### config.mk
export PLATFORM = sky130hd
export DESIGN_NAME = pipe_field
export DESIGN_NICKNAME = d
export VERILOG_FILES = /design/src/rtl/pipe_field.sv
export SDC_FILE = /design/constraint.sdc
export NUM_CORES = 1
export LEC_CHECK = 0
export CORE_AREA = 2 2 134 136
export CTS_CLUSTER_DIAMETER = 80
export CTS_CLUSTER_SIZE = 40
export DETAILED_ROUTE_END_ITERATION = 8
export DIE_AREA = 0 0 136 138
export PLACE_DENSITY_LB_ADDON = 0.25
export SLEW_MARGIN = 20
export SYNTH_ARGS = -nofsm -noshare
export SYNTH_HDL_FRONTEND = slang
export SYNTH_SLANG_ARGS = --single-unit
### constraint.sdc
create_clock -name clk -period 7.5 [get_ports clk]
set_input_delay 1.5 -clock clk [delete_from_list [all_inputs] [get_ports clk]]
set_output_delay 1.5 -clock clk [all_outputs]
set_load 0.01 [all_outputs]
### src/rtl/pipe_field.sv
// pipe_field: scrolling pipe slots with BCD score and registered collision.
// Optional PIPE_FIELD_SPEEDUP_EN: scroll step grows with the score tens digit.

module pipe_field #(
    parameter int NUM_PIPES    = 3,
    parameter int SPEED        = 5,
    parameter int SPAWN_PERIOD = 64,
    parameter int SPAWN_Y      = 480,
    parameter int GAP_BASE     = 420,
    parameter int SCORE_DIGITS = 2
) (
    input  logic                          clk,
    input  logic                          rstn,
    input  logic                          new_frame,
    input  logic                          start,
    input  logic                          freeze,
    input  logic                          clear,
    input  logic [7:0]                    random,
    input  logic signed [15:0]            bird_x,
    input  logic signed [15:0]            bird_y,
    output logic signed [16*NUM_PIPES-1:0] pipe_x,
    output logic signed [16*NUM_PIPES-1:0] pipe_y,
    output logic [NUM_PIPES-1:0]          pipe_valid,
    output logic [4*SCORE_DIGITS-1:0]     score_bcd,
    output logic                          score_pulse,
    output logic                          hit,
    output logic                          score_max
);

    localparam int CW = $clog2(SPAWN_PERIOD);
    localparam logic [4*SCORE_DIGITS-1:0] ALL9 = {SCORE_DIGITS{4'h9}};
    localparam logic [15:0] GAP = 16'(GAP_BASE);

    typedef enum logic [1:0] {S_IDLE, S_SCROLL, S_FROZEN} state_t;

    state_t                    state, state_nxt;
    logic signed [15:0]        px [NUM_PIPES];
    logic signed [15:0]        py [NUM_PIPES];
    logic signed [15:0]        my [NUM_PIPES];
    logic [NUM_PIPES-1:0]      valid;
    logic [4*SCORE_DIGITS-1:0] score, score_inc;
    logic [CW-1:0]             cnt;
    logic                      hit_q, pulse_q, spawn;
    logic                      score_hit, hit_any, all9, bcd_c;
    logic signed [16:0]        step, dx, dy, dw;

    assign all9  = (score == ALL9);
    assign spawn = (cnt == CW'(SPAWN_PERIOD - 1));

`ifdef PIPE_FIELD_SPEEDUP_EN
    logic [3:0] tens;
    if (SCORE_DIGITS > 1) begin : g_tens
        assign tens = score[7:4];
    end else begin : g_no_tens
        assign tens = 4'd0;
    end

    always_comb begin
        step = 17'(SPEED) + 17'(tens);
        if (step > 17'(2 * SPEED))
            step = 17'(2 * SPEED);
    end
`else
    assign step = 17'(SPEED);
`endif

    always_comb begin
        for (int k = 0; k < NUM_PIPES; k++)
            my[k] = valid[k] ? py[k] - step[15:0] : py[k];
    end

    // BCD +1, ripple carry from digit 0
    always_comb begin
        score_inc = score;
        bcd_c     = 1'b1;
        for (int i = 0; i < SCORE_DIGITS; i++) begin
            if (bcd_c && score[4*i +: 4] == 4'd9) begin
                score_inc[4*i +: 4] = 4'd0;
            end else if (bcd_c) begin
                score_inc[4*i +: 4] = score[4*i +: 4] + 4'd1;
                bcd_c = 1'b0;
            end
        end
    end

    always_comb begin
        score_hit = 1'b0;
        hit_any   = all9 || (bird_x <= 16'sd104);
        dx = '0;
        dy = '0;
        dw = '0;
        for (int k = 0; k < NUM_PIPES; k++) begin
            dx = $signed({px[k][15], px[k]}) - $signed({bird_x[15], bird_x});
            dy = $signed({py[k][15], py[k]}) - $signed({bird_y[15], bird_y});
            dw = dy + 17'sd40;
            if (valid[k]) begin
                if (dw >= 17'sd0 && dw < step)
                    score_hit = 1'b1;
                if (dy >= -17'sd96 && dy <= 17'sd55 &&
                    (dx > 17'sd220 || dx < 17'sd80))
                    hit_any = 1'b1;
            end
        end
    end

    always_ff @(posedge clk) begin
        if (!rstn)
            state <= S_IDLE;
        else
            state <= state_nxt;
    end

    always_comb begin
        state_nxt = state;
        if (new_frame) begin
            if (clear) begin
                state_nxt = S_IDLE;
            end else begin
                case (state)
                    S_IDLE:   if (start) state_nxt = S_SCROLL;
                    S_SCROLL: if (freeze || hit_q) state_nxt = S_FROZEN;
                    S_FROZEN: state_nxt = S_FROZEN;
                    default:  state_nxt = S_IDLE;
                endcase
            end
        end
    end

    // Entering or sitting in IDLE reloads the layout; FROZEN holds everything
    always_ff @(posedge clk) begin
        if (!rstn) begin
            for (int k = 0; k < NUM_PIPES; k++) begin
                px[k] <= '0;
                py[k] <= '0;
            end
            valid   <= '0;
            score   <= '0;
            cnt     <= '0;
            hit_q   <= 1'b0;
            pulse_q <= 1'b0;
        end else begin
            pulse_q <= 1'b0;
            if (new_frame) begin
                if (state == S_IDLE || state_nxt == S_IDLE) begin
                    for (int k = 0; k < NUM_PIPES; k++) begin
                        px[k] <= 16'(680 - 90 * k);
                        py[k] <= -16'sd120;
                    end
                    valid <= '0;
                    score <= '0;
                    cnt   <= '0;
                    hit_q <= 1'b0;
                end else if (state == S_SCROLL && state_nxt == S_SCROLL) begin
                    cnt   <= spawn ? '0 : cnt + CW'(1);
                    hit_q <= hit_any;
                    if (score_hit && !all9) begin
                        score   <= score_inc;
                        pulse_q <= 1'b1;
                    end
                    if (spawn) begin
                        for (int k = 0; k < NUM_PIPES - 1; k++) begin
                            px[k] <= px[k+1];
                            py[k] <= my[k+1];
                        end
                        px[NUM_PIPES-1] <= GAP + {8'd0, random};
                        py[NUM_PIPES-1] <= 16'(SPAWN_Y);
                        valid <= {1'b1, valid[NUM_PIPES-1:1]};
                    end else begin
                        for (int k = 0; k < NUM_PIPES; k++)
                            py[k] <= my[k];
                    end
                end
            end
        end
    end

    always_comb begin
        pipe_x = '0;
        pipe_y = '0;
        for (int k = 0; k < NUM_PIPES; k++) begin
            pipe_x[16*k +: 16] = px[k];
            pipe_y[16*k +: 16] = py[k];
        end
        pipe_valid  = valid;
        score_bcd   = score;
        score_pulse = pulse_q;
        hit         = hit_q;
        score_max   = all9;
    end

endmodule
==> results.toml <==
[status]
status = "complete, no violations"

[yosys]
synth.largest_area_cell = "edfxtp_1"
ys_seq_area_share_pct = 27.1
synth-seq-cells = 99
postSynthCellCount = 1256
yosysWarnings = 0
synth_top_family_by_area = "simple AND/OR/NAND/NOR gates"
yosys.area_share.adder_pct = 12.1
ys_dominant_reg_cell = "edfxtp_1"
synth_top_area_share_pct = 23.0
netlist_area_sq_um = 10200
synth_edf_count = 78
avgSynthCellArea_sq_um = 8.12
synthDistinctLibCells = 84
synth_compound_area_share_pct = 21.6
muxShareOfSynthArea_pct = 0.993
synth_xor_area_share_pct = 7.90
synth.area.top_cells = "edfxtp_1 23%, ha_1 11%, xnor2_1 5.1%, nor2_1 4.6%, nand2_1 4.3%"
async_flop_share_pct = 0
yosys.area_share.simple_pct = 24.3

[finish]
area_growth_pct = 17.0
diodes = 0
final_nets = 1502
fillers = 1482
drive_above_1_share_pct = 3.15
layout_common_cells = "137 x clkdlybuf4s50_1, 124 x nor2_1, 117 x nand2_1"
stdcell_count = 1595
final_common_cell = "clkdlybuf4s50_1"

[detailed_routing]
via_per_inst = 6.34
ant_nets = 0
first_iter_violations = 908
wl_um = 30200
wire_per_inst_um = 18.9
dr.pass1.iters = 5
num_vias = 10100
drc_errors = 0

[power]
p_switching_mw = 0.664
p_comb_share_pct = 36.8
p_sw_share_pct = 36.0
p_per_area_nw_per_um2 = 154
p_leak_nw = 4.90
power_mw = 1.84
p_int_mw = 1.18
power_frac_seq_pct = 36.7
power_frac_clock_pct = 26.6
ir_worst_vdd_mv = 0.118

[floorplanning]
coreArea_sq_um = 17500
ios = 156
die_h_um = 138
row_count = 49
dieArea_sq_um = 18800
die_w_um = 136
initial_core_util_pct = 58.2

[grt]
grt_max_degree = 46
antenna_found_initial = 0
grtUsageTotal_pct = 31.8
grt_pass1_vias = 9271
grt_pass1_wl_um = 47500
grt-ovfl-total = 0

[clock_network]
cts_buffers = 9
clk_pin_slew_ns = 0.08
ctsResizeCount = 0
clock-sinks = 99
clockRootBuffer = "clkbuf_16"
insertion_delay_ns = 0.37
h-tree-depth = 3
cts_hold_buf = 0
clockBufferDepth = 2
cts_tree = "done"
post-cts-setup-buffers = 0

[critical_path]
cp_slowest_cell = "clkdlybuf4s50_1"
rr_worst_depth = 20
r2r_start = "py[0][16]"
cp_max_fo = 7
slowest_delay_ns = 0.59
setup.worst_path.start = "bird_y[1]"
start_kind = "input port"
r2r_slack_ns = 2.25
rr_endpoint = "score_bcd[5]"
cp-end-kind = "flip-flop"
timing_worst_setup_path_type = "in -> reg"
critPathCapture = "score_bcd[5]"
crit_arrival_ns = 6.73
cp_cell_sequence = "clkdlybuf4s50_1, inv_1, fa_1, a21oi_1, nor3b_1, o31a_1, o41ai_4, mux2i_1, nor2_1, or3_1, a2111o_1, xnor2_1, ha_1, a22oi_1, nor2_1, a21oi_1, nand3b_4, a211oi_1, a41o_1"
cp_data_required_time_ns = 7.76

[sta]
rsz0062_at_grt = "no"
skew_ns = 0.00796
setup_viol = 0
fmax_mhz = 155
finalSetupTns_ns = 0
max-slew-margin-rel_pct = 36.2
final.period_utilization_pct = 86.2
slew_viol_final = 0
tightest_slew_ns = 0.953
hold_viol_final = 0
setup_ws_ns = 1.04
min_period_ns = 6.46

[place]
place_inst = 1579
routabilityCongestion = 0.886
dp_hpwl_um = 22600
pre_cts_ws_ns = 0.749
numPortBuffers = 137

[run]
drv_cap = 0

[hold_path]
hold_path.class = "reg -> reg"
-- layer usage --
layer | wire length, um | vias up | GRT usage, %
met2 | 13500 | 470 | 49.2
li1 | - | 4817 | -
met3 | 2580 | 79 | 5.10
met1 | 12900 | 4747 | 44.3
met5 | 0 | - | 0
met4 | 1160 | 0 | 12.9
-- Yosys cell counts, drive strengths merged, types with 18 or more instances --
master	count
nor2	125
edfxtp	78
buf	31
a21oi	81
o21ai	75
a211oi	21
clkbuf	37
nor3	44
nand2b	20
xor2	33
nand3	33
nor2b	18
a31oi	22
nor4	22
and3	26
dfxtp	21
xnor2	59
inv	68
a21o	18
nand2	117
ha	89
-- power groups by stage --
stage          Clock [mW]  Combinational [mW]  Sequential, mW
2_1_floorplan           0               0.462           0.686
6_report            0.490               0.677           0.675
3_3_place_gp            0               0.646           0.686
4_1_cts             0.492               0.666           0.674
5_1_grt             0.511               0.743           0.679
3_5_place_dp            0               0.660           0.687
-- area by class of cell --
type	count	area (sq um)	share of cell area [%]
Sequential cell	99	2760	23.1
Clock inverter	5	51.3	0.430
Clock buffer	11	254	2.13
Timing Repair Buffer	145	1430	12.0
Multi-Input combinational cell	1038	6900	57.8
Inverter	68	255	2.14
Tap cell	229	287	2.40
-- through the flow --
stage / utilization (%) / hold slack (ns) / area, sq um
global route: 68.1 / 0.525 / 11900
global placement: 66.3 / 0.466 / 11600
CTS: 68.1 / 0.498 / 11900
finish: 68.1 / 0.494 / 11900
detailed placement: 66.3 / 0.486 / 11600
floorplan: - / 0.451 / 10300
-- registers in the layout (all words and copies together) (netlist names) --
register	count
pipe_valid	3
px	30
score_bcd	8
score_pulse	1
state	2
py	48
hit	1
cnt	6
-- cell families (layout without fill, tap and decap cells) --
logic type,count (synthesis),after routing
AOI/OAI and AO/OA,333,333
xor gates and xnor gates,92,92
adders and majority gates,95,95
buffers and inverters,136,229
DFF,99,99
muxes,10,10
other,1,18
and+or+nand+nor,490,490
-- worst min path at each step --
stage,start,endpoint,slack [ns],cells after the start
floorplan,cnt[1],cnt[1],0.45,2
global placement,cnt[1],cnt[1],0.47,2
detailed placement,cnt[1],cnt[1],0.49,2
CTS,cnt[1],cnt[1],0.50,2
global route,cnt[1],cnt[1],0.53,2
finish,cnt[1],cnt[1],0.49,2
-- worst max-delay path: cells and delay by family --
kind            cells  cell delay (ns)
fa+ha+maj           2             0.71
mux                 1             0.24
buf+inv             2             0.79
xor+xnor            1             0.14
compound gates      8             2.38
simple gates        5             0.96
No activity file was read; power rests on OpenSTA's default activity.
